==> src/rtl/lighthouse_pkg.sv <==
// Shared constants and helpers for the lighthouse sweep capture path.
package lighthouse_pkg;

  localparam int LH_WIDTH               = 24;
  localparam int LH_ID_W                = 2;
  localparam int LH_REC_W               = LH_ID_W + 3 * LH_WIDTH;
  localparam int CLOCKS_PER_MICROSECOND = 48;

  // Record layout {id, sync0, sync1, sweep}, LSB offsets
  localparam int LH_SWEEP_LSB = 0;
  localparam int LH_SYNC1_LSB = LH_WIDTH;
  localparam int LH_SYNC0_LSB = 2 * LH_WIDTH;
  localparam int LH_ID_LSB    = 3 * LH_WIDTH;

  // (base + off) mod n, valid for base < n and off <= n
  function automatic logic [LH_ID_W-1:0] lh_rr_idx(input int unsigned base,
                                                   input int unsigned off,
                                                   input int unsigned n);
    int unsigned s;
    s = base + off;
    if (s >= n) begin
      s = s - n;
    end else begin
      s = s;
    end
    return s[LH_ID_W-1:0];
  endfunction

endpackage

==> src/rtl/lh_rr_arbiter.sv <==
// Round-robin scan: first request at or after rr_ptr_i wins. Pure combinational;
// the pointer register lives in the parent.
module lh_rr_arbiter
  import lighthouse_pkg::*;
#(
  parameter int N = 3
) (
  input  logic [N-1:0]       req_i,
  input  logic [LH_ID_W-1:0] rr_ptr_i,
  output logic [N-1:0]       gnt_o,
  output logic [LH_ID_W-1:0] gnt_idx_o,
  output logic               any_gnt_o
);

  logic [LH_ID_W-1:0] idx_s;

  // Scan requests starting from the pointer, wrapping once
  always_comb begin
    gnt_o     = '0;
    gnt_idx_o = '0;
    any_gnt_o = 1'b0;
    idx_s     = '0;
    for (int unsigned k = 0; k < N; k++) begin
      idx_s = lh_rr_idx(32'(rr_ptr_i), k, N);
      if (!any_gnt_o && req_i[idx_s]) begin
        gnt_o[idx_s] = 1'b1;
        gnt_idx_o    = idx_s;
        any_gnt_o    = 1'b1;
      end else begin
        any_gnt_o = any_gnt_o;
      end
    end
  end

endmodule

==> src/rtl/lighthouse_arbiter.sv <==
// Merges per-sensor sweep records into one valid/ready record stream.
// Optional per-channel saturating drop counters: LIGHTHOUSE_ARB_DROP_COUNT_EN.
module lighthouse_arbiter
  import lighthouse_pkg::*;
#(
  parameter int NUM_SENSORS = 3,
  parameter int WIDTH       = LH_WIDTH
) (
  input  logic                             clk_48,
  input  logic                             reset,
  input  logic [NUM_SENSORS*WIDTH-1:0]     sync0,
  input  logic [NUM_SENSORS*WIDTH-1:0]     sync1,
  input  logic [NUM_SENSORS*WIDTH-1:0]     sweep,
  input  logic [NUM_SENSORS-1:0]           sweep_strobe,
  output logic [LH_ID_W+3*WIDTH-1:0]       out_data,
  output logic                             out_valid,
  input  logic                             out_ready,
  output logic [NUM_SENSORS-1:0]           overflow,
  output logic [NUM_SENSORS*8-1:0]         drop_count
);

  localparam int SLOT_W = 3 * WIDTH;
  localparam int REC_W  = LH_ID_W + SLOT_W;

  logic [SLOT_W-1:0]      slot_q [NUM_SENSORS];
  logic [SLOT_W-1:0]      slot_d [NUM_SENSORS];
  logic [NUM_SENSORS-1:0] slot_valid_q, slot_valid_d;
  logic [NUM_SENSORS-1:0] overflow_q, overflow_d;
  logic [NUM_SENSORS-1:0] drop_s;
  logic [REC_W-1:0]       out_data_q, out_data_d;
  logic                   out_valid_q, out_valid_d;
  logic [LH_ID_W-1:0]     rr_ptr_q, rr_ptr_d;

  logic                   grant_en_s;
  logic [NUM_SENSORS-1:0] req_s;
  logic [NUM_SENSORS-1:0] gnt_s;
  logic [LH_ID_W-1:0]     gnt_idx_s;
  logic                   any_gnt_s;

  // The output register may take a new record when empty or being drained
  assign grant_en_s = !out_valid_q || out_ready;
  assign req_s      = slot_valid_q & {NUM_SENSORS{grant_en_s}};

  lh_rr_arbiter #(.N(NUM_SENSORS)) u_rr (
    .req_i     (req_s),
    .rr_ptr_i  (rr_ptr_q),
    .gnt_o     (gnt_s),
    .gnt_idx_o (gnt_idx_s),
    .any_gnt_o (any_gnt_s)
  );

  // Slot capture; a slot being granted this cycle is free to reload
  always_comb begin
    slot_d       = slot_q;
    slot_valid_d = slot_valid_q;
    overflow_d   = overflow_q;
    drop_s       = '0;
    for (int i = 0; i < NUM_SENSORS; i++) begin
      if (sweep_strobe[i] && (!slot_valid_q[i] || gnt_s[i])) begin
        slot_d[i]       = {sync0[i*WIDTH +: WIDTH], sync1[i*WIDTH +: WIDTH],
                           sweep[i*WIDTH +: WIDTH]};
        slot_valid_d[i] = 1'b1;
      end else if (gnt_s[i]) begin
        slot_valid_d[i] = 1'b0;
      end else begin
        slot_valid_d[i] = slot_valid_q[i];
      end
      drop_s[i] = sweep_strobe[i] && slot_valid_q[i] && !gnt_s[i];
      if (drop_s[i]) begin
        overflow_d[i] = 1'b1;
      end else begin
        overflow_d[i] = overflow_q[i];
      end
    end
  end

  // Output register and round-robin pointer update
  always_comb begin
    out_data_d  = out_data_q;
    out_valid_d = out_valid_q;
    rr_ptr_d    = rr_ptr_q;
    if (any_gnt_s) begin
      out_data_d  = {gnt_idx_s, slot_q[gnt_idx_s]};
      out_valid_d = 1'b1;
      rr_ptr_d    = lh_rr_idx(32'(gnt_idx_s), 32'd1, NUM_SENSORS);
    end else if (out_ready) begin
      out_valid_d = 1'b0;
    end else begin
      out_valid_d = out_valid_q;
    end
  end

  // State registers, synchronous reset
  always_ff @(posedge clk_48) begin
    if (reset) begin
      for (int i = 0; i < NUM_SENSORS; i++) begin
        slot_q[i] <= '0;
      end
      slot_valid_q <= '0;
      overflow_q   <= '0;
      out_data_q   <= '0;
      out_valid_q  <= 1'b0;
      rr_ptr_q     <= '0;
    end else begin
      slot_q       <= slot_d;
      slot_valid_q <= slot_valid_d;
      overflow_q   <= overflow_d;
      out_data_q   <= out_data_d;
      out_valid_q  <= out_valid_d;
      rr_ptr_q     <= rr_ptr_d;
    end
  end

  assign out_data  = out_data_q;
  assign out_valid = out_valid_q;
  assign overflow  = overflow_q;

`ifdef LIGHTHOUSE_ARB_DROP_COUNT_EN
  logic [7:0] cnt_q [NUM_SENSORS];
  logic [7:0] cnt_d [NUM_SENSORS];

  // Saturating drop counters
  always_comb begin
    cnt_d = cnt_q;
    for (int i = 0; i < NUM_SENSORS; i++) begin
      if (drop_s[i] && (cnt_q[i] != 8'hFF)) begin
        cnt_d[i] = cnt_q[i] + 8'd1;
      end else begin
        cnt_d[i] = cnt_q[i];
      end
    end
  end

  // Drop counter registers
  always_ff @(posedge clk_48) begin
    if (reset) begin
      for (int i = 0; i < NUM_SENSORS; i++) begin
        cnt_q[i] <= 8'd0;
      end
    end else begin
      cnt_q <= cnt_d;
    end
  end

  for (genvar g = 0; g < NUM_SENSORS; g++) begin : g_dc
    assign drop_count[g*8 +: 8] = cnt_q[g];
  end
`else
  assign drop_count = '0;
`endif

endmodule

==> config.mk <==
export PLATFORM = sky130hd
export DESIGN_NAME = lighthouse_arbiter
export DESIGN_NICKNAME = d
export VERILOG_FILES = /design/src/rtl/lighthouse_pkg.sv /design/src/rtl/lh_rr_arbiter.sv /design/src/rtl/lighthouse_arbiter.sv
export SDC_FILE = /design/constraint.sdc
export NUM_CORES = 1
export LEC_CHECK = 0
export CORE_ASPECT_RATIO = 1.4
export CORE_MARGIN = 2
export CORE_UTILIZATION = 50
export CTS_BUF_LIST = sky130_fd_sc_hd__clkbuf_8
export DETAILED_ROUTE_END_ITERATION = 8
export HOLD_SLACK_MARGIN = 0.1
export PLACE_DENSITY_LB_ADDON = 0.15
export SYNTH_ARGS = -nofsm -noshare
export SYNTH_HDL_FRONTEND = slang
export SYNTH_SLANG_ARGS = --single-unit
==> constraint.sdc <==
create_clock -name clk_48 -period 8.16 [get_ports clk_48]
set_input_delay 1.632 -clock clk_48 [delete_from_list [all_inputs] [get_ports clk_48]]
set_output_delay 1.632 -clock clk_48 [all_outputs]
set_load 0.01 [all_outputs]
==> reports/metrics.cfg <==
[setup_path]
worstPathArrival_ns = 5.33
crit_type = in -> reg
reg2reg_to = out_data[2]
slowest_stage = nand3_2
reg2reg_depth = 8
path_buf_inv = 1
critPathMaxFanout = 40
timing.rr.start = rr_ptr_q[0]
r2r_setup_slack_ns = 4.07
critPathTopFamily = simple AND/OR/NAND/NOR gates
crit_chain = clkdlybuf4s50_1 > and2b_1 > nor3_1 > or3_1 > or2_2 > nand3_2 > o22ai_1
startpoint = out_ready
cp_slowest_stage_delay_ns = 1.03
cp-start-kind = input port
cp.depth = 7
cp.required_ns = 8.57
crit_end = out_data[2]
endpoint_kind = flop

[finish]
drive_above_1_share_pct = 5.67
nFillCells = 2111
area.growth.synth_to_final_pct = 30.0
final_nets = 1819

[synthesis]
syn-cell-area_um2 = 12000
synth-simple-area-share_pct = 14.2
ys_async_sr_fraction_pct = 0
synth_most_common_cell = dfxtp_1
synth-compound-area-share_pct = 18.3
ys_ff_latch = 299
ys_warn_count = 0
synth_area_leaders = dfxtp_1, mux2i_1, nand2_1, a21oi_1, nor2_1
yosysSeqAreaShare_pct = 49.7
synthAdderAreaFrac_pct = 0.519
muxShareOfSynthArea_pct = 9.67
syn_inst = 1350
synth-edff-count = 0
synthFlopType = dfxtp_1
synth_top_cell_area_share_pct = 49.7
yosys.cell_types.count = 51
synth_xor_area_share_pct = 0
synth_common_cells = dfxtp_1, nand2_1, a21oi_1
synth_area_leader_cell = dfxtp_1
synth_top_family_by_area = compound AO/OA/AOI/OAI gates
syn_avg_cell_area_um2 = 8.93

[global_routing]
grt_pass1_wl_mm = 53.2
gr-max-usage-layer = met2
grt_overflow = 0
grt_use_met1_pct = 29.9
grt_pass1_vias = 10400
grt_max_degree = 131
grt.met3_usage_pct = 4.84
grtUsageTotal_pct = 26.2
grt_use_met2_pct = 47.9
antenna_found_initial = 3

[power_and_ir_drop]
pwr-share-comb_pct = 34.5
clkPwrFrac_pct = 25.6
total_power_uw = 4490
switching_power_uw = 1580
swShare_pct = 35.3
seqPwrFrac_pct = 39.9
leakagePower_uw = 0.00628
p_int_uw = 2900
vdd_ir_drop_max_mv = 0.179
power_density_nw_per_um2 = 287

[floorplanning]
die_y_um = 188
io_pins = 324
die_x_um = 135
core_um2 = 23800
rows = 67
die_area_um2 = 25400
initial_core_util_pct = 50.6

[outcome]
outcome = finished, final reports clean

[drt]
drt_wl_total_mm = 34.4
drtAntennaViolNets = 0
viasPerCell = 5.41
vias = 10500
drc = 0
drt_iter0_markers = 500
drt_pass1_iterations = 5
routedWlPerCell_um = 17.8

[timing]
fin_skew_ns = 0.0155
maxSlewViolCount = 0
worst_hold_slack_ns = 0.453
post-route-period-util_pct = 60.3
hold_viol = 0
max_freq_ghz = 0.203
final.setup.tns_ns = 0
worst_pin_slew_ns = 1.15
min_period_ns = 4.92
setup_violations = 0
rsz0062_at_grt = false
slew_headroom_pct = 23.3

[place]
hpwl_mm = 21.6
port-buffer-count = 299
gp_congestion = 0.865

[clock_tree]
cts-root-buf = clkbuf_8
numCtsBuffers = 45
ctsHoldBuffers = 0
cts_tree = done
clock_sinks = 299
clk_latency_ns = 0.54
post_cts_buffers = 0
cts.reportedPaths.clkPinSlew_ns = 0.06
clock_path_buffers = 3
cts-resized-gates = 0
h-tree-depth = 2

[run]
maxCapViolCount = 0

[min_path]
hp-class = reg -> reg

## stage by stage
stage                     cell area (um^2)  std cells  setup WS (ns)  utilization [%]
after floorplan                      12100       1373           4.59                -
after global placement               14800       1855           2.87             62.2
after detailed placement             14800       1855           2.74             62.2
after CTS                            15700       1933           3.30             65.7
after global routing                 15700       1935           2.89             65.8
final                                15700       1937           3.24             65.8
## power groups by stage
stage	clock network (uW)	logic [uW]	registers, uW
6_report	1150	1550	1790
5_1_grt	1230	1700	1810
2_1_floorplan	0	1000	1830
3_3_place_gp	0	1530	1810
3_5_place_dp	0	1560	1820
4_1_cts	1170	1560	1790
## layout by cell type (no fill, tap or decap), drive strengths merged, types with 2 or more instances in the layout
cell           synthesis  layout
a21oi                151     151
clkdlybuf4s50          0     298
nand3                  4       4
nor2                 115     115
nand2b                 2       2
o31ai                  2       2
or4                    2       2
mux2i                114     114
clkinv                 0       4
nand2                297     297
nand4                  3       3
conb                   1      24
nor2b                  3       3
o2111ai                2       2
dfxtp                299     299
a31oi                  3       3
inv                   10      29
diode                  0       4
and2                   2       2
o21ai                 32      32
a22oi                 40      40
nor3                   4       4
o22ai                 40      40
buf                   90      11
clkbuf                48      56
ha                     5       5
o221ai                32      32
a211oi                35      35
## worst min path at each step
stage | from | end | cells past startpoint | slack (ns)
after floorplan | slot_q[110] | slot_q[110] | 2 | 0.43
after global placement | slot_q[86] | slot_q[86] | 2 | 0.44
after detailed placement | slot_q[132] | slot_q[132] | 2 | 0.45
after CTS | slot_q[74] | slot_q[74] | 2 | 0.45
after global routing | slot_q[85] | slot_q[85] | 2 | 0.47
final | slot_q[74] | slot_q[74] | 2 | 0.45
## worst min-delay path: stages, from the launching register on
cell	delay, ns
dfxtp_1	0.31
nand2_1	0.05
a21oi_1	0.05
## sequential cells by signal, indices dropped and copies added, names as in the netlist
register / cells
out_data: 74
rr_ptr_q: 2
slot_q: 216
slot_valid_q: 3
out_valid: 1
overflow: 3
## cell families (layout without fill, tap and decap cells)
group,count (synthesis),count (layout)
and+or+nand+nor,435,435
AOI/OAI and AO/OA,347,347
buffers and inverters,148,398
muxes,115,115
DFF,299,299
other,1,28
adders and majority gates,5,5
## layout make-up
class                      instances  area, um^2  share of cell area, %
sequential                       299        5990                   38.2
multi-input combinational        926        5300                   33.8
timing repair buffer             310        3090                   19.7
clock buffer                      55         757                   4.83
tap                              310         388                   2.48
clock inverter                    23        91.3                  0.583
inverter                          10        37.5                  0.240
antenna                            4        10.0                 0.0639
## routing by layer
layer / wire length (um) / part of all wire (%)
met1: 13600 / 39
met2: 17500 / 51
met3: 2220 / 6.5
met4: 1110 / 3.2
met5: 12 / 0.035
(Power assumes the default switching activity.)
